$ cat config.mk
export PLATFORM = sky130hd
export DESIGN_NAME = push_wait_fifo_source
export DESIGN_NICKNAME = d
export VERILOG_FILES = /design/src/rtl/push_wait_fifo_source.sv
export SDC_FILE = /design/constraint.sdc
export NUM_CORES = 1
export LEC_CHECK = 0
export CAP_MARGIN = 5
export CORE_AREA = 10 10 80 82
export DETAILED_ROUTE_END_ITERATION = 10
export DIE_AREA = 0 0 90 92
export GPL_TIMING_DRIVEN = 0
export PLACE_DENSITY = 0.72
export SLEW_MARGIN = 25
export SYNTH_ARGS = -nofsm -noshare
export SYNTH_HDL_FRONTEND = slang
export SYNTH_SLANG_ARGS = --single-unit
$ cat constraint.sdc
create_clock -name p_clock -period 2.1 [get_ports p_clock]
set_clock_uncertainty 0.05 [all_clocks]
set_input_delay 0.63 -clock p_clock [delete_from_list [all_inputs] [get_ports p_clock]]
set_output_delay 0.63 -clock p_clock [all_outputs]
set_load 0.005 [all_outputs]
$ cat src/rtl/push_wait_fifo_source.sv
// push_wait_fifo_source: buffered push/wait_n initiator.
// Upstream words are queued in a 2**g_depth_log2 entry FIFO, and the head word is presented
// downstream on registered outputs. The queue depth includes the presented word.
// After reset is released, a four-edge stretch holds the block in its reset state.
module push_wait_fifo_source #(
    parameter int unsigned g_data_size  = 8,
    parameter int unsigned g_depth_log2 = 2
) (
    input  logic                     p_clock,
    input  logic                     p_reset_n,
    input  logic                     p_s_push,
    input  logic [g_data_size-1:0]   p_s_data,
    output logic                     p_s_wait_n,
    output logic                     p_m_push,
    output logic [g_data_size-1:0]   p_m_data,
    input  logic                     p_m_wait_n,
    output logic [g_depth_log2:0]    p_level
);

    localparam int unsigned Depth = 2 ** g_depth_log2;

    typedef logic [g_depth_log2-1:0] ptr_t;
    typedef logic [g_depth_log2:0]   lvl_t;

    localparam lvl_t DepthLvl = lvl_t'(Depth);

    logic [g_data_size-1:0] mem [Depth];

    ptr_t                   wr_ptr_q, wr_ptr_d;
    ptr_t                   rd_ptr_q, rd_ptr_d;
    lvl_t                   level_q, level_d;
    logic [3:0]             stretch_q;
    logic                   s_wait_n_q, s_wait_n_d;
    logic                   m_push_q, m_push_d;
    logic [g_data_size-1:0] m_data_q, m_data_d;
    logic                   hold;
    logic                   in_xfer;
    logic                   out_xfer;

    // The stretch LSB stays high for edges 1..4 after release.
    assign hold     = stretch_q[0];
    assign in_xfer  = p_s_push & s_wait_n_q;
    assign out_xfer = m_push_q & p_m_wait_n;

    assign p_s_wait_n = s_wait_n_q;
    assign p_m_push   = m_push_q;
    assign p_m_data   = m_data_q;
    assign p_level    = level_q;

    // Compute the next queue state and the registered outputs.
    always_comb begin
        wr_ptr_d   = wr_ptr_q;
        rd_ptr_d   = rd_ptr_q;
        level_d    = level_q;
        s_wait_n_d = s_wait_n_q;
        m_push_d   = m_push_q;
        m_data_d   = m_data_q;
        if (hold) begin
            wr_ptr_d   = '0;
            rd_ptr_d   = '0;
            level_d    = '0;
            s_wait_n_d = 1'b0;
            m_push_d   = 1'b0;
            m_data_d   = '0;
        end else begin
            if (in_xfer) begin
                wr_ptr_d = wr_ptr_q + 1'b1;
            end
            if (out_xfer) begin
                rd_ptr_d = rd_ptr_q + 1'b1;
            end
            level_d    = level_q + lvl_t'(in_xfer) - lvl_t'(out_xfer);
            s_wait_n_d = (level_d < DepthLvl);
            m_push_d   = (level_d != '0);
            // When the queue empties (or is empty) as a word arrives, that word becomes the
            // head, and it has not been written to mem yet.
            if (in_xfer && ((level_q - lvl_t'(out_xfer)) == '0)) begin
                m_data_d = p_s_data;
            end else if (level_d != '0) begin
                m_data_d = mem[rd_ptr_d];
            end
        end
    end

    // Reset-stretch shift register. It loads all ones and then drains towards zero.
    always_ff @(posedge p_clock or negedge p_reset_n) begin
        if (!p_reset_n) begin
            stretch_q <= 4'hF;
        end else begin
            stretch_q <= {1'b0, stretch_q[3:1]};
        end
    end

    // Control and output registers.
    always_ff @(posedge p_clock or negedge p_reset_n) begin
        if (!p_reset_n) begin
            wr_ptr_q   <= '0;
            rd_ptr_q   <= '0;
            level_q    <= '0;
            s_wait_n_q <= 1'b0;
            m_push_q   <= 1'b0;
            m_data_q   <= '0;
        end else begin
            wr_ptr_q   <= wr_ptr_d;
            rd_ptr_q   <= rd_ptr_d;
            level_q    <= level_d;
            s_wait_n_q <= s_wait_n_d;
            m_push_q   <= m_push_d;
            m_data_q   <= m_data_d;
        end
    end

    // Storage array. It has no reset, because the level and pointers decide what is valid.
    always_ff @(posedge p_clock) begin
        if (in_xfer) begin
            mem[wr_ptr_q] <= p_s_data;
        end
    end

endmodule
* Word-level counts from Yosys, hierarchy flattened
Memories as Yosys holds them, arrays and structs flattened.
Cells that the tools add are included.
** Word-level totals
- Register bits after elaboration :: 21
- Latch bits :: 0
- Memory bits (writable) :: 32
- ROM bits :: 0
- Input port bits :: 12
- Output and inout port bits :: 13
- Memories kept :: 1
** Operators by class
- $add $sub $neg :: 5
- Multipliers :: 0
- Div/mod/pow operators :: 0
- Magnitude comparators :: 1
- Equal/unequal tests :: 0
- Shift-type cells :: 0
- Mux-type cells :: 13
- Bitwise gates (word level) :: 2
- Reduce and logical (&&, ||, !) cells :: 5
** Memories
- mem :: depth 4, bits a word 8, read ports 1, clocked after Yosys merged registers in 0, write ports 1, line 27 : logic [g_data_size-1:0] mem [Depth];
** Operators with widths (count)
- 2-to-1 mux 8 bit :: 3
- 2-to-1 mux 2 bit :: 5
- nonzero test 3 bit :: 2
- subtractor 3 x 1 -> 3 bit :: 2
- adder 2 x 1 -> 2 bit, second input constant :: 2
- 2-to-1 mux 1 bit :: 4
- adder 3 x 1 -> 3 bit :: 1
- logical NOT 3 bit :: 1
- less-than comparator 3 bit, second input constant :: 1
- 2-to-1 mux 3 bit :: 1
- AND 1 bit :: 2
- nonzero test 2 bit :: 1
- logical AND 1 bit :: 1

* Logic depth before layout (Yosys ltp)
- Depth after elaboration :: 7
- Gate-level depth with buffers :: 10

* Worst setup path after synthesis
OpenSTA, ideal clock, no wires.
- Kind :: input port to flip-flop
- Start :: input p_s_push
- End :: register m_data_q[0] (netlist: p_m_data[0])
- Library setup time :: 0.077 ns
- Arrival :: 2.352 ns
- Data required time :: 1.973 ns
- Path slack :: -0.378 ns
- Cell stages on the path :: 10
- Cell sequence :: nand2_1 > xor2_1 > ha_1 > inv_1 > fa_1 > xnor2_2 > xnor2_1 > nor3b_4 > nor3_1 > o21ai_1
** Between the ends
- Cells in the longest elaborated chain, start to end :: 5
- Elaborated cells between the ends (all ways) :: 8
- Classes of those cells :: 2 x add/sub; 2 x mux; 1 x bitwise; 3 x reduce/logical
** RTL lines
- start, declared :: line 11 : input logic p_s_push,
- AND 1 bit * :: line 42 : assign in_xfer = p_s_push & s_wait_n_q;
- adder 3 x 1 -> 3 bit :: line 72 : level_d = level_q + lvl_t'(in_xfer) - lvl_t'(out_xfer);
- subtractor 3 x 1 -> 3 bit :: line 72
- nonzero test 3 bit :: line 79 : end else if (level_d != '0) begin
- nonzero test 3 bit (no source line)
- end signal, assigned :: line 109 : m_data_q <= m_data_d;
- end, declared :: line 35 : logic [g_data_size-1:0] m_data_q, m_data_d;
Mark *: on every way between the ends. The rest lies on a longest branch, timed or not.
A chain may end at the register's enable or synchronous reset.

* Worst setup path after layout
- Start :: register m_push_q (netlist: p_m_push)
- End :: register m_data_q[0] (netlist: p_m_data[0])
** Between the ends
- Cells in the longest elaborated chain, start to end :: 7
- Elaborated cells between the ends (all ways) :: 13
- Classes of those cells :: 2 x add/sub; 5 x mux; 1 x bitwise; 4 x reduce/logical; 1 x memory
** RTL lines
- start, declared :: line 34 : logic m_push_q, m_push_d;
- start signal, assigned :: line 108 : m_push_q <= m_push_d;
- AND 1 bit * :: line 43 : assign out_xfer = m_push_q & p_m_wait_n;
- 2-to-1 mux 2 bit :: line 69 : if (out_xfer) begin
- 2-to-1 mux 2 bit :: line 58 : if (hold) begin
- memory (4 x 8 bit)
- 2-to-1 mux 8 bit :: line 79
- 2-to-1 mux 8 bit :: line 77 : if (in_xfer && ((level_q - lvl_t'(out_xfer)) == '0)) begin
- 2-to-1 mux 8 bit :: line 58
Mark *: on every way between the ends. The rest lies on a longest branch, timed or not. The select of a mux whose other input is x is not followed.

==> metrics.cfg <==
[yosys]
synth_mux_area_share_pct=9.488
synth_edf_count=32
synthCells=175
ys_warn_count=0
synth-simple-area-share_pct=9.973
synth_cell_types=33
yosys.area.top_type=edfxtp_1
synth_commonest_cells=edfxtp_1, mux2i_1, dfrtp_1, nor2_1, nand2_1
syn_area_um2=2321
synth_most_common_cell=edfxtp_1
synth-adder-area-share_pct=3.558
ys_dominant_reg_cell=edfxtp_1
synthTopCellsByArea=edfxtp_1, dfrtp_1, mux2i_1
synth-xor-area-share_pct=3.666
synth-seq-cells=53
synth_top_family_by_area=simple AND/OR/NAND/NOR gates
avgSynthCellArea_um2=13.26
ys_seq_area_share_pct=64.26
yosys.area.top_type_share_pct=41.40
synth_nets=193
async_flop_share_pct=39.62
synth_compound_area_share_pct=7.332

[drt]
drc=0
drt_iter0_drc=121
wl_per_cell_um=17.03
routed_wl_mm=4.853
num_vias=1486
dr.pass1.iters=6
vias_per_cell=5.214
drtAntennaViolNets=0

[clock_tree]
ctsRootBufferMaster=clkbuf_8
cts_sinks=53
cts_buffers=5
cts-htree-levels=2
clk_path_buf_depth=2
cts_tree=yes
clk_pin_slew_ns=0.10
clk_latency_ns=0.31
cts_hold_buf=0

[placed_design]
gp_congestion=0.7808
pre_cts_slack_ns=-1.341
portBuffers=24
dpl.hpwl_mm=3.114

[timing]
timing.fmax_mhz=431.9
setup_viol=9
worst_pin_slew_ns=0.8685
tns_ns=-1.698
slew-limit-headroom_pct=42.10
finalCriticalPeriod_ns=2.316
finalWorstSetupSlack_ns=-0.2156
rsz0062_at_grt=yes
slew_violations=0
whs_ns=0.2210
min_period_over_period_pct=110.3
finalHoldViolCount=0

[outcome]
failed_checks=setup timing
status=complete, but fails checks

[critical_path]
critPathCaptureType=flip-flop
crit_arrival_ns=2.47
start_kind=flip-flop
crit_required_ns=2.25
crit_type=flip-flop to flip-flop
critPathMaxFanout=9

[die]
start_util_pct=47.25
die-area_um2=8280
io_pins=25
row_count=26
core_um2=4912
die_w_um=90
die_h_um=92

[global_route]
overflow=0
grt_first_pass_wirelength_mm=7.879
grtUsageTotal_pct=12.15
antenna_found_initial=0
grt_max_degree=22
grt_pass1_vias=1516

[worst_hold_path]
hp-class=input pin to async pin

[power]
p_leak_nw=1.052
ir_drop_v=0.001082
powerDensity_nw_per_um2=1332

[cells_and_area]
synthToLayoutAreaGrowth_pct=25.50
nets=232
antennaDiodeCount=0
drive_above_1_share_pct=21.86

[run]
drv_cap=0

[cell type report]
| class | count | area [um^2] |
|---|---|---|
| fillers | 404 | 1999 |
| clock buffers | 5 | 68.82 |
| flip-flops and latches | 53 | 1495 |
| repair buffers | 32 | 309.0 |
| inverters | 3 | 11.26 |
| multi-input cells | 114 | 893.4 |
| clock inverters | 3 | 22.52 |
| well taps | 70 | 87.58 |
| plain buffers | 5 | 25.02 |
[placed cells by master, fill, tap and decap left out, types with 5 or more instances in the layout]
cell,synthesis,layout
clkbuf_8,0,5
o22ai_1,8,8
buf_4,1,9
nor2_1,14,13
edfxtp_1,32,32
clkdlybuf4s50_1,0,20
dfrtp_1,17,14
nand2_1,11,10
o21ai_1,9,16
mux2i_1,22,22
[routing by layer]
metal / share of wire (%) / GRT usage [%] / up-vias
met2: 48 / 20.10 / 31
met4: 1.8 / 4.907 / 0
met3: 4.5 / 3.504 / 9
met1: 45 / 14.63 / 727
met5: 0 / 0 / -
li1: - / - / 719
[critical path, cell delays in order, from the launching register on]
cell and delay, ns:
dfrtp_2 0.45, nand2_8 0.09, xor2_2 0.13, ha_2 0.19, inv_2 0.04, fa_2 0.37, xnor2_4 0.16, xnor2_2 0.21
nor3b_4 0.07, buf_12 0.15, nor3_1 0.19, o21ai_1 0.09
[path summary, 6_finish.rpt]
path                               from      endpoint  slack, ns  cells past startpoint
setup reg to reg               p_m_push   p_m_data[0]      -0.22                     11
min in group p_clock       stretch_q[1]  stretch_q[0]       0.31                      0
hold / removal                p_reset_n   p_m_data[3]       0.22                      1
max in group asynchronous     p_reset_n      p_m_push       1.40                      1
hold reg to reg            stretch_q[1]  stretch_q[0]       0.31                      0
setup / recovery               p_m_push   p_m_data[0]      -0.22                     11
[kinds of logic (layout without fill, tap and decap cells)]
group	count (synthesis)	count (layout)
buf+inv	8	48
xor+xnor	8	8
flops	53	53
simple gates	46	46
compound gates	31	31
mux	22	22
fa+ha+maj	6	6
other cells	1	1
[sequential cells by signal (all words and copies together) (netlist names)]
| signal | cells |
|---|---|
| p_m_push | 1 |
| p_s_wait_n | 1 |
| p_m_data | 8 |
| mem | 32 |
| wr_ptr_q | 2 |
| rd_ptr_q | 2 |
| p_level | 3 |
| stretch_q | 4 |
[report_power, final]
part / switching, mW / total (mW) / internal [mW]
Clock: 0.340 / 0.576 / 0.237
Combinational: 0.913 / 1.87 / 0.961
Sequential: 0.145 / 1.43 / 1.28
[per-stage QoR]
step	power [mW]	cells	cell area, um^2	utilization (%)
floorplan	2.304	175	2364	-
global placement	2.822	269	2691	54.79
detailed placement	2.843	269	2691	54.79
CTS	3.763	283	2869	58.41
global route	4.107	285	2913	59.30
finish	3.879	285	2913	59.30
[repair_timing]
| action | in CTS | in global routing |
|---|---|---|
| setup endpoints to repair | 13 | 11 |
| pin swaps | 5 | 4 |
| setup buffers | 6 | 2 |
| gates resized for setup | 28 | 6 |
Power figures use the tool's default switching activity.
